`src/rtl/muldiv_share_ctrl_if.sv`:
```
// Requester-side bundle for muldiv_share_ctrl.
// Two requesters, operand buses packed as {req1, req0}.
//   req_valid_i/req_div_i   per-requester request and div/mult select
//   req_op1_i/req_op2_i     {req1 op, req0 op}, 32 bits each
//   req_ready_o             one-hot accept pulse
//   resp_valid_o            one-hot result valid for the owner
//   resp_ready_i            per-requester result consume
//   resp_hi_o/resp_lo_o     shared 64-bit result
interface muldiv_share_ctrl_if;
   logic [1:0]  req_valid_i;
   logic [1:0]  req_div_i;
   logic [63:0] req_op1_i;
   logic [63:0] req_op2_i;
   logic [1:0]  req_ready_o;
   logic [1:0]  resp_valid_o;
   logic [1:0]  resp_ready_i;
   logic [31:0] resp_hi_o;
   logic [31:0] resp_lo_o;

   modport master (
      output req_valid_i,
      output req_div_i,
      output req_op1_i,
      output req_op2_i,
      output resp_ready_i,
      input  req_ready_o,
      input  resp_valid_o,
      input  resp_hi_o,
      input  resp_lo_o
   );

   modport slave (
      input  req_valid_i,
      input  req_div_i,
      input  req_op1_i,
      input  req_op2_i,
      input  resp_ready_i,
      output req_ready_o,
      output resp_valid_o,
      output resp_hi_o,
      output resp_lo_o
   );
endinterface

```
`src/rtl/muldiv_share_ctrl.sv`:
```
// Shares one multi-cycle signed mul/div unit between two requesters.
// Round-robin grant, then START, BUSY, DRAIN, read LO, read HI, respond.
//   clk_i, rst_ni      clock, async active-low reset
//   req_if (slave)     requester request/response bundle
//   md_ctl_o           unit command: nop/MULT/DIV/MFLO/MFHI
//   md_op1_o/md_op2_o  latched operands to the unit
//   md_res_i           unit read data, valid with MFLO/MFHI
//   md_stall_i         unit busy
//   busy_o             controller not idle
module muldiv_share_ctrl #(
   parameter int unsigned DRAIN_CYC = 2
) (
   input  logic                     clk_i,
   input  logic                     rst_ni,
   muldiv_share_ctrl_if.slave       req_if,
   output logic [3:0]               md_ctl_o,
   output logic [31:0]              md_op1_o,
   output logic [31:0]              md_op2_o,
   input  logic [31:0]              md_res_i,
   input  logic                     md_stall_i,
   output logic                     busy_o
);

   localparam logic [3:0] CTL_NOP  = 4'b0000;
   localparam logic [3:0] CTL_MULT = 4'b1100;
   localparam logic [3:0] CTL_DIV  = 4'b1110;
   localparam logic [3:0] CTL_MFLO = 4'b1010;
   localparam logic [3:0] CTL_MFHI = 4'b1000;

   localparam logic [2:0] DRAIN_LD = 3'(DRAIN_CYC - 1);

   typedef enum logic [2:0] {
      S_IDLE,
      S_START,
      S_BUSY,
      S_DRAIN,
      S_RD_LO,
      S_RD_HI,
      S_RESP
   } state_e;

   state_e      state_q;
   logic        rr_q;
   logic        quiet_q;
   logic        own_q;
   logic [31:0] op1_q;
   logic [31:0] op2_q;
   logic [2:0]  cnt_q;
   logic [31:0] lo_q;
   logic [31:0] hi_q;
   logic [3:0]  ctl_q;
   logic [1:0]  rvld_q;
   logic        busy_q;

   logic [1:0]  rv;
   logic        gidx;
   logic        gnt;
   logic        g_div;
   logic [31:0] g_op1;
   logic [31:0] g_op2;

   assign rv = req_if.req_valid_i;

   // Both valid: rr_q picks. Otherwise the single valid one wins.
   assign gidx = rv[1] & (~rv[0] | rr_q);

   // Unit must have been quiet for this and the previous cycle.
   assign gnt = (state_q == S_IDLE) & quiet_q & ~md_stall_i & (|rv);

   always_comb begin
      g_div = req_if.req_div_i[0];
      g_op1 = req_if.req_op1_i[31:0];
      g_op2 = req_if.req_op2_i[31:0];
      if (gidx) begin
         g_div = req_if.req_div_i[1];
         g_op1 = req_if.req_op1_i[63:32];
         g_op2 = req_if.req_op2_i[63:32];
      end
   end

   // Accept is combinational so it lands in the IDLE cycle itself.
   assign req_if.req_ready_o = gnt ? (gidx ? 2'b10 : 2'b01) : 2'b00;

   assign req_if.resp_valid_o = rvld_q;
   assign req_if.resp_hi_o    = hi_q;
   assign req_if.resp_lo_o    = lo_q;

   assign md_ctl_o = ctl_q;
   assign md_op1_o = op1_q;
   assign md_op2_o = op2_q;
   assign busy_o   = busy_q;

   // ctl_q, rvld_q and busy_q are set on entry to the state that
   // owns them so every output comes straight from a flop.
   always_ff @(posedge clk_i or negedge rst_ni) begin
      if (!rst_ni) begin
         state_q <= S_IDLE;
         rr_q    <= 1'b0;
         quiet_q <= 1'b0;
         own_q   <= 1'b0;
         op1_q   <= '0;
         op2_q   <= '0;
         cnt_q   <= '0;
         lo_q    <= '0;
         hi_q    <= '0;
         ctl_q   <= CTL_NOP;
         rvld_q  <= 2'b00;
         busy_q  <= 1'b0;
      end else begin
         quiet_q <= ~md_stall_i;
         ctl_q   <= CTL_NOP;
         unique case (state_q)
            S_IDLE: begin
               if (gnt) begin
                  own_q   <= gidx;
                  op1_q   <= g_op1;
                  op2_q   <= g_op2;
                  rr_q    <= ~gidx;
                  ctl_q   <= g_div ? CTL_DIV : CTL_MULT;
                  busy_q  <= 1'b1;
                  state_q <= S_START;
               end
            end
            S_START: begin
               state_q <= S_BUSY;
            end
            S_BUSY: begin
               if (!md_stall_i) begin
                  cnt_q   <= DRAIN_LD;
                  state_q <= S_DRAIN;
               end
            end
            S_DRAIN: begin
               if (cnt_q == 3'd0) begin
                  ctl_q   <= CTL_MFLO;
                  state_q <= S_RD_LO;
               end else begin
                  cnt_q <= cnt_q - 3'd1;
               end
            end
            S_RD_LO: begin
               lo_q    <= md_res_i;
               ctl_q   <= CTL_MFHI;
               state_q <= S_RD_HI;
            end
            S_RD_HI: begin
               hi_q    <= md_res_i;
               rvld_q  <= own_q ? 2'b10 : 2'b01;
               state_q <= S_RESP;
            end
            S_RESP: begin
               if (req_if.resp_ready_i[own_q]) begin
                  rvld_q  <= 2'b00;
                  busy_q  <= 1'b0;
                  state_q <= S_IDLE;
               end
            end
            default: begin
               state_q <= S_IDLE;
            end
         endcase
      end
   end

endmodule

```
`src/flat_wrapper.sv`:
```
// flat-port wrapper written by rule: the top's interface ports become plain ports
module muldiv_share_ctrl_flat 
#(
   parameter int unsigned DRAIN_CYC = 2
)
  (clk_i, rst_ni, md_ctl_o, md_op1_o, md_op2_o, md_res_i, md_stall_i, busy_o, req_if_req_valid_i, req_if_req_div_i, req_if_req_op1_i, req_if_req_op2_i, req_if_resp_ready_i, req_if_req_ready_o, req_if_resp_valid_o, req_if_resp_hi_o, req_if_resp_lo_o);
  muldiv_share_ctrl_if req_if_i ();
  input  logic clk_i;
  input  logic rst_ni;
  output logic [3:0] md_ctl_o;
  output logic [31:0] md_op1_o;
  output logic [31:0] md_op2_o;
  input  logic [31:0] md_res_i;
  input  logic md_stall_i;
  output logic busy_o;
  input wire logic [$bits(req_if_i.req_valid_i)-1:0] req_if_req_valid_i;
  input wire logic [$bits(req_if_i.req_div_i)-1:0] req_if_req_div_i;
  input wire logic [$bits(req_if_i.req_op1_i)-1:0] req_if_req_op1_i;
  input wire logic [$bits(req_if_i.req_op2_i)-1:0] req_if_req_op2_i;
  input wire logic [$bits(req_if_i.resp_ready_i)-1:0] req_if_resp_ready_i;
  output wire logic [$bits(req_if_i.req_ready_o)-1:0] req_if_req_ready_o;
  output wire logic [$bits(req_if_i.resp_valid_o)-1:0] req_if_resp_valid_o;
  output wire logic [$bits(req_if_i.resp_hi_o)-1:0] req_if_resp_hi_o;
  output wire logic [$bits(req_if_i.resp_lo_o)-1:0] req_if_resp_lo_o;
  assign req_if_i.req_valid_i = req_if_req_valid_i;
  assign req_if_i.req_div_i = req_if_req_div_i;
  assign req_if_i.req_op1_i = req_if_req_op1_i;
  assign req_if_i.req_op2_i = req_if_req_op2_i;
  assign req_if_i.resp_ready_i = req_if_resp_ready_i;
  assign req_if_req_ready_o = req_if_i.req_ready_o;
  assign req_if_resp_valid_o = req_if_i.resp_valid_o;
  assign req_if_resp_hi_o = req_if_i.resp_hi_o;
  assign req_if_resp_lo_o = req_if_i.resp_lo_o;
  muldiv_share_ctrl #(.DRAIN_CYC(DRAIN_CYC)) u_core (.clk_i(clk_i), .rst_ni(rst_ni), .req_if(req_if_i), .md_ctl_o(md_ctl_o), .md_op1_o(md_op1_o), .md_op2_o(md_op2_o), .md_res_i(md_res_i), .md_stall_i(md_stall_i), .busy_o(busy_o));
endmodule
```
`config.mk`:
```
export PLATFORM = sky130hd
export DESIGN_NAME = muldiv_share_ctrl_flat
export DESIGN_NICKNAME = d
export VERILOG_FILES = /design/src/rtl/muldiv_share_ctrl_if.sv /design/src/rtl/muldiv_share_ctrl.sv /design/src/flat_wrapper.sv
export SDC_FILE = /design/constraint.sdc
export NUM_CORES = 1
export LEC_CHECK = 0
export CORE_MARGIN = 10
export CORE_UTILIZATION = 40
export DETAILED_ROUTE_END_ITERATION = 12
export PLACE_DENSITY = 0.8
export SLEW_MARGIN = 20
export SYNTH_ARGS = -nofsm -noshare
export SYNTH_HDL_FRONTEND = slang
export SYNTH_SLANG_ARGS = --single-unit
```
`constraint.sdc`:
```
create_clock -name clk_i -period 2.8 [get_ports clk_i]
set_input_delay 0.7 -clock clk_i [delete_from_list [all_inputs] [get_ports clk_i]]
set_output_delay 0.7 -clock clk_i [all_outputs]
set_load 0.005 [all_outputs]
```
==> flow_summary.yaml <==
critical_path:
  worst_r2r_endpoint: "u_core.md_op2_o[11]$_DFFE_PN0P_"
  timing.critical_path.required_ns: 2.10
  cp-end-kind: "primary output"
  startpoint: "md_stall_i"
  worst-path-max-fanout: 2
  r2r_start: "u_core.state_q[0]$_DFFE_PN0P_"
  worst_setup_path_endpoint: "req_if_req_ready_o[0]"
  cell_breakdown_of_the_critical_path: "dlygate4sd2_1 -> nand2b_4 -> or4_4 -> buf_6 -> inv_2 -> and2_1 -> buf_2"
  ff2ff_setup_slack_ns: 0.34
  worstPathArrival_ns: 1.99
  r2r.worst_path.cells: 8
  crit_type: "in2out"
  start_kind: "primary input"
  crit_path_max_incr_delay_ns: 0.51
  worst_path_max_delay_cell: "sky130_fd_sc_hd__or4_4"
clocking:
  source_to_sink_clock_delay_at_the_later_pin_of_the_worst_skew_pair_ns: 0.41
  tritoncts.num_buffers: 17
  clock_tree.buffer_depth: 2
  path_clk_slew_ns: 0.06
  tritoncts_clock_tree: "yes"
  cts_h_tree_depth: 4
  clock_sinks: 143
  cts.hold.buffers_added: 0
  clock-root-buffer: "sky130_fd_sc_hd__clkbuf_16"
synthesis:
  synthesis.nets: 665
  synth_sequential_area_ratio_pct: 58.9
  synth_area_leaders: "sky130_fd_sc_hd__dfrtp_1 59%, sky130_fd_sc_hd__mux2_2 12%, sky130_fd_sc_hd__mux2i_1 11%, sky130_fd_sc_hd__o21ai_1 5.0%, sky130_fd_sc_hd__nand2_1 4.8%"
  synthesis.instances: 494
  yosys_warnings: 0
  count_of_different_cell_masters_after_synthesis: 29
  synth.top_cell.area_share_pct: 58.9
  post_synth_top_area_cell: "sky130_fd_sc_hd__dfrtp_1"
  synth-seq-cells: 143
  syn_area_per_cell_um2: 12.3
  netlist_area_um2: 6080
sta:
  relSlewSlack_pct: 31.3
  setup_viol: 0
  maxClockFrequency_mhz: 372
  grt_setup_unrepaired: "no"
  finalMaxSlewViolations: 0
  final.setup.tns_ns: 0
  worst-slew-pin-transition_ns: 1.03
  timing.final.crit_period_ns: 2.69
  fin_worst_skew_ns: 0.0109
  layout_worst_path_cycle_share_pct: 96.1
  report.final.hold_viol_count: 0
grt:
  gr-total-overflow: 0
  first_pass_grt_wire_length_um: 29100
  grt_pass1_vias: 5308
  pin_count_of_the_biggest_net_entering_global_routing: 115
  track_usage_pct: 18.3
  antenna_found_initial: 1
floorplanning:
  floorplan.die_area_um2: 20500
  die_w_um: 143
  initial_utilization_pct: 40.4
  dieHeight_um: 143
  floorplan_core_area_um2: 15000
  ios: 306
  placement_rows: 45
power_and_ir_drop:
  ir_worst_vdd_uv: 403
  finalPower_mw: 9.76
  p_leak_nw: 4.51
  power-per-cell-area_nw_per_um2: 983
status:
  run_status: "finished, final reports clean"
route:
  route.vias.total: 4881
  final_antenna_net_count: 0
  wire_per_inst_um: 18.8
  postRouteWirelength_um: 18900
  drt_iter0_markers: 170
  drc: 0
  average_via_count_per_standard_cell: 4.85
  detailedRoute.firstPassIterationCount: 4
finish:
  area.growth.synth_to_final_pct: 63.3
  stdcell_count: 1006
  nets: 975
  final_layout_size_suffix_gt1_share_pct: 15.7
run:
  max_cap_violations: 0
worst_hold_path:
  hold_path_class: "in2async"
place:
  placement.io_buffers: 304
  dp_hpwl_um: 15000
  place.gp.congestion: 0.812
  numPlacedInstances: 970
-- report_power, final --
group	leakage (nW)	switching, mW	internal [mW]
Sequential	1.76	0.538	3.05
Combinational	2.47	1.42	2.53
Clock	0.279	0.863	1.36
-- layout by cell type (no fill, tap or decap), types with 2 or more instances in the layout --
cell                              instances
sky130_fd_sc_hd__clkinv_2                 3
sky130_fd_sc_hd__o21ai_2                  5
sky130_fd_sc_hd__clkbuf_8                 2
sky130_fd_sc_hd__o21ai_0                  4
sky130_fd_sc_hd__nand2_1                 78
sky130_fd_sc_hd__dlygate4sd2_1            2
sky130_fd_sc_hd__ha_1                     2
sky130_fd_sc_hd__clkbuf_16               17
sky130_fd_sc_hd__nor2b_1                  2
sky130_fd_sc_hd__mux2i_1                 66
sky130_fd_sc_hd__inv_1                    6
sky130_fd_sc_hd__buf_12                   3
sky130_fd_sc_hd__dfrtp_1                143
sky130_fd_sc_hd__o31ai_1                  2
sky130_fd_sc_hd__buf_2                    2
sky130_fd_sc_hd__bufinv_16                2
sky130_fd_sc_hd__mux2_2                  65
sky130_fd_sc_hd__and2_1                   3
sky130_fd_sc_hd__buf_6                    2
sky130_fd_sc_hd__buf_4                   15
sky130_fd_sc_hd__a21oi_1                  8
sky130_fd_sc_hd__clkdlybuf4s50_1        298
sky130_fd_sc_hd__clkinvlp_4               4
sky130_fd_sc_hd__inv_6                    3
sky130_fd_sc_hd__nor2_1                   7
sky130_fd_sc_hd__o21ai_1                 60
-- synthesized netlist by cell type --
library cell / instances
sky130_fd_sc_hd__nand2_1: 78
sky130_fd_sc_hd__a41oi_1: 1
sky130_fd_sc_hd__buf_1: 4
sky130_fd_sc_hd__nor2_4: 1
sky130_fd_sc_hd__mux2_2: 65
sky130_fd_sc_hd__buf_8: 2
sky130_fd_sc_hd__nor2b_1: 2
sky130_fd_sc_hd__ha_1: 2
sky130_fd_sc_hd__o21ai_2: 5
sky130_fd_sc_hd__inv_1: 7
sky130_fd_sc_hd__and2_1: 3
sky130_fd_sc_hd__dfrtp_1: 143
sky130_fd_sc_hd__o21ai_0: 4
sky130_fd_sc_hd__o21ai_1: 61
sky130_fd_sc_hd__or4_4: 1
sky130_fd_sc_hd__a21oi_1: 8
sky130_fd_sc_hd__o31ai_1: 2
sky130_fd_sc_hd__clkbuf_1: 12
sky130_fd_sc_hd__mux2i_1: 66
sky130_fd_sc_hd__buf_4: 2
sky130_fd_sc_hd__a21o_1: 1
sky130_fd_sc_hd__nand3b_1: 1
sky130_fd_sc_hd__buf_2: 4
sky130_fd_sc_hd__buf_6: 8
sky130_fd_sc_hd__or2_1: 1
sky130_fd_sc_hd__nand3_1: 1
sky130_fd_sc_hd__nand2b_1: 1
sky130_fd_sc_hd__conb_1: 1
sky130_fd_sc_hd__nor2_1: 7
-- registers in the layout (all words and copies together), names as in the netlist --
name and cells:
u_core.md_op1_o 32, u_core.md_op2_o 32, u_core.req_if.resp_lo_o 32, u_core.state_q 3, u_core.quiet_q 1, u_core.md_ctl_o 3, u_core.req_if.resp_valid_o 2, u_core.req_if.resp_hi_o 32
u_core.cnt_q 3, u_core.busy_o 1, u_core.own_q 1, u_core.rr_q 1
-- per-stage QoR --
stage | util, % | cell area, um2 | worst slack (ns) | hold WS (ns)
detailed placement | 61.9 | 9310 | -0.439 | 0.469
global route | 66.0 | 9930 | 0.0584 | 0.351
finish | 66.0 | 9930 | 0.110 | 0.313
global placement | 61.9 | 9310 | -0.402 | 0.461
floorplan | - | 6080 | 0.318 | 0.404
CTS | 66.0 | 9920 | 0.0163 | 0.316
-- worst max-delay path: cells and delay by family --
family | cells | cell delay (ns)
AND/OR/NAND/NOR | 3 | 0.76
buffers and inverters | 4 | 0.54
-- cells by family (layout without fill, tap and decap cells) --
group	count (synthesis)	in the layout	synth area share, %
flops	143	143	58.9
mux	131	131	22.9
simple gates	96	96	6.54
compound gates	82	82	7.24
buf+inv	39	362	3.97
fa+ha+maj	2	2	0.412
other cells	1	2	0.0617
-- layer usage --
layer / up-vias / share of wire, % / GRT usage (%) / routed length (um)
met4: 0 / 2.2 / 7.42 / 407
met1: 2291 / 39 / 19.8 / 7360
met2: 232 / 48 / 30.4 / 9040
met5: - / 0 / 0 / 0
met3: 25 / 11 / 8.50 / 2070
li1: 2333 / - / - / -
-- cell type report --
type | instances | area (um2)
fill | 1078 | 5110
sequential | 143 | 3580
timing repair buffer | 323 | 3220
multi-input combinational | 312 | 2280
clock buffer | 20 | 457
tap | 188 | 235
clock inverter | 12 | 131
inverter | 7 | 26.3
antenna | 1 | 2.50
-- worst min-delay path by stage --
stage,from,endpoint,slack (ns),cells past startpoint
global placement,u_core.cnt_q[1]$_DFFE_PN0P_,u_core.cnt_q[1]$_DFFE_PN0P_,0.46,2
detailed placement,u_core.md_op2_o[29]$_DFFE_PN0P_,u_core.md_op2_o[29]$_DFFE_PN0P_,0.47,2
global route,rst_ni,u_core.req_if.resp_hi_o[24]$_DFFE_PN0P_,0.35,1
finish,rst_ni,u_core.rr_q$_DFFE_PN0P_,0.31,1
CTS,rst_ni,u_core.req_if.resp_lo_o[26]$_DFFE_PN0P_,0.32,1
floorplan,rst_ni,u_core.busy_o$_DFFE_PN0P_,0.40,0
-- repair_timing --
action                                  4_1_cts  5_1_grt
buffers inserted                              3        0
gates resized for setup                      13        1
pin swaps                                     1        0
endpoints found under the setup margin        2        3
Power figures use the tool's default switching activity.
